File: config.mk
export PLATFORM = sky130hd
export DESIGN_NAME = cpu_sequencer
export DESIGN_NICKNAME = d
export VERILOG_FILES = /design/src/rtl/cpu_pkg.sv /design/src/rtl/cpu_decoder.sv /design/src/rtl/cpu_sequencer.sv
export SDC_FILE = /design/constraint.sdc
export NUM_CORES = 1
export LEC_CHECK = 0
export ABC_AREA = 1
export BUFFER_PORTS_ARGS = -buffer_cell sky130_fd_sc_hd__buf_2
export CAP_MARGIN = 10
export CORE_ASPECT_RATIO = 0.9
export CORE_MARGIN = 2
export CORE_UTILIZATION = 38
export DETAILED_ROUTE_END_ITERATION = 8
export PLACE_DENSITY = 0.67
export SYNTH_ARGS = -nofsm -noshare
export SYNTH_HDL_FRONTEND = slang
export SYNTH_SLANG_ARGS = --single-unit
File: constraint.sdc
create_clock -name clk -period 1.81 [get_ports clk]
set_input_delay 0 -clock clk [delete_from_list [all_inputs] [get_ports clk]]
set_output_delay 0 -clock clk [all_outputs]
set_load 0.1 [all_outputs]
File: src/rtl/cpu_pkg.sv
// cpu_pkg: shared types and constants for the
// multi-cycle control sequencer.
package cpu_pkg;

  typedef enum logic [2:0] {
    S_FETCH_HI,
    S_FETCH_LO,
    S_EXEC,
    S_MEM,
    S_HALT
  } state_t;

  localparam logic [1:0] CLS_ALU = 2'b00;
  localparam logic [1:0] CLS_MEM = 2'b01;
  localparam logic [1:0] CLS_LDI = 2'b10;
  localparam logic [1:0] CLS_CTL = 2'b11;

  localparam logic [4:0] OP_BRZ  = 5'b00000;
  localparam logic [4:0] OP_JMP  = 5'b10000;
  localparam logic [4:0] OP_HALT = 5'b11111;

  localparam logic [4:0] FS_PASS_B = 5'b01100;

  localparam int CLS_HI = 15;
  localparam int CLS_LO = 14;
  localparam int FS_HI  = 13;
  localparam int FS_LO  = 9;
  localparam int DR_HI  = 8;
  localparam int DR_LO  = 6;
  localparam int SA_HI  = 5;
  localparam int SA_LO  = 3;
  localparam int SB_HI  = 2;
  localparam int SB_LO  = 0;
  localparam int ST_BIT = 9;

  typedef struct packed {
    logic [2:0] dr;
    logic [2:0] sa;
    logic [2:0] sb;
    logic [4:0] fs;
    logic       mb;
    logic       alu_wr;
    logic       mem_op;
    logic       ld;
    logic       st;
    logic       brz;
    logic       jmp;
    logic       halt;
  } dec_t;

endpackage

File: src/rtl/cpu_decoder.sv
// cpu_decoder: combinational instruction decode
// from ir to selects, strobes and next-state hints.
module cpu_decoder
  import cpu_pkg::*;
(
  input  logic [15:0] ir,
  output dec_t        dec
);

  logic [1:0] cls;
  logic [4:0] op;

  assign cls = ir[CLS_HI:CLS_LO];
  assign op  = ir[FS_HI:FS_LO];

  // Split the instruction into fields and class flags.
  always_comb begin
    dec    = '0;
    dec.dr = ir[DR_HI:DR_LO];
    dec.sa = ir[SA_HI:SA_LO];
    dec.sb = ir[SB_HI:SB_LO];
    dec.fs = op;
    unique case (cls)
      CLS_ALU: dec.alu_wr = 1'b1;
      CLS_MEM: begin
        dec.mem_op = 1'b1;
        dec.st     = ir[ST_BIT];
        dec.ld     = !ir[ST_BIT];
      end
      CLS_LDI: begin
        dec.alu_wr = 1'b1;
        dec.mb     = 1'b1;
        dec.fs     = FS_PASS_B;
      end
      default: begin
        dec.brz  = (op == OP_BRZ);
        dec.jmp  = (op == OP_JMP);
        dec.halt = (op == OP_HALT);
      end
    endcase
  end

endmodule

File: src/rtl/cpu_sequencer.sv
// cpu_sequencer: two-byte fetch, decode and
// multi-cycle control for the 8-bit CPU.
module cpu_sequencer
  import cpu_pkg::*;
#(
  parameter int              ADDR_W   = 8,
  parameter logic [ADDR_W-1:0] RESET_PC = '0
) (
  input  logic              clk,
  input  logic              reset,
  input  logic              mem_ready,
  input  logic [7:0]        mem_rdata,
  input  logic [7:0]        ra_data,
  input  logic              zero,
  output logic [ADDR_W-1:0] pc,
  output logic [15:0]       ir,
  output logic              mem_req,
  output logic [ADDR_W-1:0] mem_addr,
  output logic              mw,
  output logic [2:0]        dr,
  output logic [2:0]        sa,
  output logic [2:0]        sb,
  output logic [4:0]        fs,
  output logic              mb,
  output logic              md,
  output logic              rw
);

  state_t            state;
  dec_t              dec;
  logic [5:0]        off;
  logic [ADDR_W-1:0] boff;
  logic [ADDR_W-1:0] ra_addr;
  logic              in_fetch;
  logic              in_mem;
  logic              in_exec;

  cpu_decoder u_dec (
    .ir  (ir),
    .dec (dec)
  );

  assign off     = {ir[DR_HI:DR_LO], ir[SB_HI:SB_LO]};
  assign boff    = {{(ADDR_W-6){off[5]}}, off};
  assign ra_addr = ADDR_W'(ra_data);

  assign in_fetch = (state == S_FETCH_HI) ||
                    (state == S_FETCH_LO);
  assign in_mem   = (state == S_MEM);
  assign in_exec  = (state == S_EXEC);

  assign dr = dec.dr;
  assign sa = dec.sa;
  assign sb = dec.sb;
  assign fs = dec.fs;
  assign mb = dec.mb;

  assign mem_req  = !reset && (in_fetch || in_mem);
  assign mem_addr = in_mem ? ra_addr : pc;
  assign mw       = !reset && in_mem && dec.st;
  assign md       = !reset && in_mem && dec.ld &&
                    mem_ready;
  assign rw       = !reset &&
                    ((in_exec && dec.alu_wr) ||
                     (in_mem && dec.ld && mem_ready));

  // Control FSM owning state, pc and ir.
  always_ff @(posedge clk or posedge reset) begin
    if (reset) begin
      state <= S_FETCH_HI;
      pc    <= RESET_PC;
      ir    <= '0;
    end else begin
      unique case (state)
        S_FETCH_HI: begin
          if (mem_ready) begin
            ir[15:8] <= mem_rdata;
            pc       <= pc + ADDR_W'(1);
            state    <= S_FETCH_LO;
          end
        end
        S_FETCH_LO: begin
          if (mem_ready) begin
            ir[7:0] <= mem_rdata;
            pc      <= pc + ADDR_W'(1);
            state   <= S_EXEC;
          end
        end
        S_EXEC: begin
          if (dec.halt) begin
            state <= S_HALT;
          end else if (dec.mem_op) begin
            state <= S_MEM;
          end else begin
            state <= S_FETCH_HI;
          end
          if (dec.brz && zero) begin
            pc <= pc + boff;
          end
          if (dec.jmp) begin
            pc <= ra_addr;
          end
        end
        S_MEM: begin
          if (mem_ready) begin
            state <= S_FETCH_HI;
          end
        end
        S_HALT: state <= S_HALT;
        default: state <= S_FETCH_HI;
      endcase
    end
  end

endmodule

Yosys cells after proc, flatten, opt, wreduce, memory -nomap -nowiden. Index checks and enable logic that the tools add are counted.

Word-level logic and storage cells: 60. Bits of input ports: 20. Register bits: 27.

Equal/unequal tests: 13. Add/sub/neg operators: 2. Muxes and demuxes: 15. Reduce and logical (&&, ||, !) cells: 26.

Operators with widths (count): 2-to-1 mux 8 bit (4); 2-to-1 mux 3 bit (6); one-hot mux 8 bit (2 select lines) (1); one-hot mux 3 bit (5 select lines) (1); equality test 5 bit (second input constant) (2); logical AND 1 bit (10); adder 8 x 1 -> 8 bit (second input constant) (1); adder 8 bit (1); equality test 3 x 2 -> 1 bit (second input constant) (2); 2-to-1 mux 6 bit (1); inequality test 2 bit (second input constant) (3); AND reduction 3 bit (2); logical NOT 5 bit (1); AND reduction 2 bit (2); OR reduction 2 bit (2); equality test 3 x 1 -> 1 bit (second input constant) (1); equality test 3 bit (second input constant) (1); logical NOT 3 bit (1); logical OR 1 bit (3); inequality test 3 x 2 -> 1 bit (second input constant) (1); OR reduction 3 bit (1); equality test 2 x 1 -> 1 bit (second input constant) (1); equality test 2 bit (second input constant) (1); logical NOT 1 bit (2); other kinds (5) (5).

Logic depth before layout (Yosys ltp).
Word-level depth: 7. Depth in mapped cells: 13. Mapped depth without buffers: 13.

By module. Synthesis repeated with hierarchy kept, for this count alone.

Cells, all modules: 307. Area total of the unflattened synthesis: 2064.5 µm².

By module, submodules not included: cpu_sequencer (area each 1873.0 µm², instances 1, cells each 270); cpu_decoder (area each 191.4 µm², instances 1, cells each 37).

Worst setup path after synthesis. No wires, ideal clock.

Path kind: reg2out. From: reg ir[14]. To: out mw. Arrival time: 4036 ps. Data required time: 1810 ps. Slack: -2226 ps. Path buffers: 0. Stages on the path, launching flop included: 3. Cell sequence: dfrtp_1 > inv_1 > nor4_1.

Cells in the longest elaborated chain, start to end: 3.

RTL lines: start, declared (line cpu_sequencer.sv:16) `output logic [15:0] ir,`; start signal, assigned (line cpu_sequencer.sv:77) `ir[15:8] <= mem_rdata;`; equality test 2 x 1 -> 1 bit (line cpu_decoder.sv:23) `unique case (cls)`; 2-to-1 mux 3 bit (line cpu_decoder.sv:23); logical AND 1 bit (line cpu_sequencer.sv:60) `assign mw = !reset && in_mem && dec.st;`; end, declared (line cpu_sequencer.sv:19) `output logic mw,`.

Every way passes these cells.

Worst setup path after layout.
From: reg state[2]. To: out mw.

Cells in the longest elaborated chain, start to end: 3.

RTL lines: start, declared (line cpu_sequencer.sv:29) `state_t state;`; start signal, assigned (line cpu_sequencer.sv:70) `state <= S_FETCH_HI;`; start signal, assigned (line cpu_sequencer.sv:79) `state <= S_FETCH_LO;`; start signal, assigned (line cpu_sequencer.sv:86) `state <= S_EXEC;`; equality test 3 x 2 -> 1 bit (line cpu_sequencer.sv:49) `assign in_mem = (state == S_MEM);`; logical AND 1 bit (2 in a row) (line cpu_sequencer.sv:60).

Every way passes these cells.

==> run metrics <==
Setup CP Type register to primary output; syn_nets 330; vias in the first global route 1994; Tcrit/Tclk final 0.973; Routability Congestion 0.863; fin nets 409; sequential fraction of the synthesis area 0.327; yosys warns 0; Antenna diodes 0; Crit-path slowest cell dfrtp_1; Sum Neg Setup Slack 0 ps; leading cell types in the layout, fill and taps excluded nand2_1, buf_2, inv_1, nor2_1, nand3_1; adder-cell share of the synthesized area 0.0581; Worst R2R End pc[6]; CTS tree yes; I/O Buffers 70; Clock Skew 5.69 ps; startpoint types register; Clk Latency, worst-skew pair 280 ps; post-synthesis cell count 301; Post-Synth Simple-Gate Area 0.322; CTS Buf Count 3; Synth Cell Area 2070 um^2; drt pass-1 iters 4; mux contribution to synthesized area 0; drt total wl 5.88 mm; Multi-input gate area 1260 um^2; Filler cells 510; effective utilization at floorplan 0.393; status complete, no violations; H-tree levels 1; R2R Path Start pc[0]; commonest non-fill, non-tap cell in the layout nand2_1; Worst EP required 1810 ps; DR DRC count 0; Layout Utilization 0.565; CTS Sinks 27; total gr overflow 0; Max Cap Viol 0; GRT Util Overall 0.203; crit path max fanout 7; DR iter-0 viols 134; hpwl dp 4.45 mm; Area Overhead vs Synth 43.7%; Worst-Margin Slew 502 ps; Placeable Area 5260 um^2; Worst EP arrival 1760 ps; die span in x 81.7 um; HP Class primary input to register; CP Launch Point state[2]; Seq. cell area 721 um^2; initial antenna violation count 0; die area 6040 um^2; vias per cell 4.85; worst stage delay on the critical path 460 ps; count of cell types in the netlist 33; CP Cell Sequence nor3_4 > nand2_1 > nor4_4 > buf_12; largest family of logic cells by synthesized area simple AND/OR/NAND/NOR gates; CTS root buffer clkbuf_8; Max transition margin 0.667; Site Rows 25; end of the critical path mw; io pins 71; post-route ant nets 0; CP endpoint kind primary output; R2R depth 12; xor-xnor portion of the synthesized cell area 0.0170; RSZ-0062 raised after global routing yes; layout cells sized above 1 0.414; Reg2Reg Setup Slack 60 ps; min cycle time layout 1760 ps; Final Slew Violations 0; final setup vio count 0; first-pass GRT wire length 9.49 mm; flops & latches, synth 27; Hold Vio Cnt, Final 0; clock buffer depth 2; Peak Freq 568 MHz; Synth Area in Compound Gates 0.139; Avg Cell Area, Syn 6.86 um^2; vias 2164; drt wl/cell 13.2 um; Worst-path clk slew 100 ps; largest net degree at the start of global routing 28; DIE HEIGHT 73.9 um
[timing repair]
action | in CTS | in global routing
buffers inserted | 0 | 3
hold endpoints to repair | 43 | 0
resized for setup | 0 | 7
setup endpoints to repair | 0 | 6
hold buffers | 9 | 0
[sequential cells by signal (all words and copies together) (netlist names)]
name   count
pc         8
state      3
ir        16
[Yosys cell counts (all sizes together)]
| cell type | instances | area, um^2 |
|---|---|---|
| o41ai | 1 | 8.76 |
| ha | 8 | 100 |
| fa | 1 | 20.0 |
| a22oi | 1 | 12.5 |
| xnor2 | 3 | 26.3 |
| nand2 | 98 | 388 |
| o21ai | 29 | 145 |
| nor2 | 27 | 109 |
| o32ai | 1 | 8.76 |
| o22ai | 1 | 6.26 |
| a21oi | 13 | 83.8 |
| inv | 43 | 164 |
| nand4 | 1 | 6.26 |
| xor2 | 1 | 8.76 |
| nor4 | 1 | 6.26 |
| buf | 16 | 118 |
| dfrtp | 27 | 676 |
| or2 | 2 | 12.5 |
| nor3 | 2 | 21.3 |
| nand3b | 3 | 22.5 |
| o211ai | 3 | 22.5 |
| nand3 | 19 | 100 |
[cell families after synthesis]
| group | after synthesis |
|---|---|
| simple gates | 153 |
| buf+inv | 59 |
| compound gates | 49 |
| fa+ha+maj | 9 |
| flops | 27 |
| xor+xnor | 4 |
[worst max-delay path, delay by kind of cell (launching register included)]
family,cells,cell delay [ps]
AND/OR/NAND/NOR,3,800
flip-flops,1,460
buffers and inverters,1,210
[worst min path at each step]
stage,startpoint,to,slack (ps),cells past startpoint
after CTS,mem_ready,state[1],10,2
final,mem_ready,state[1],50,2
after floorplan,reset,ir[0],60,1
after global placement,reset,state[0],150,3
after global routing,mem_ready,state[1],60,2
after detailed placement,reset,state[1],150,3
[area by class of cell]
| type | count | share of cell area |
|---|---|---|
| Timing Repair Buffer | 90 | 0.232 |
| Multi-Input combinational cell | 215 | 0.423 |
| Sequential cell | 27 | 0.243 |
| Clock buffer | 3 | 0.0139 |
| Clock inverter | 1 | 0.00295 |
| Tap cell | 67 | 0.0282 |
| Inverter | 43 | 0.0573 |
[routing by layer]
| metal | GRT usage | vias up | part of all wire |
|---|---|---|---|
| met2 | 0.328 | 69 | 0.46 |
| met5 | 0 | - | 0 |
| li1 | - | 1109 | - |
| met4 | 0.0352 | 0 | 0.0044 |
| met3 | 0.0473 | 4 | 0.073 |
| met1 | 0.283 | 982 | 0.46 |
[per-stage QoR]
step	setup slack, ps	hold WS (ps)	area, um^2	instances
global placement	124	146	2780	430
floorplan	-231	60.8	2240	301
finish	48.8	55.0	2970	446
CTS	16.6	13.0	2920	443
global route	-67.2	62.9	2970	446
detailed placement	105	148	2780	430
Power is not shown: default switching activity piles up to over one toggle a cycle in this logic, so the estimate is an artifact.
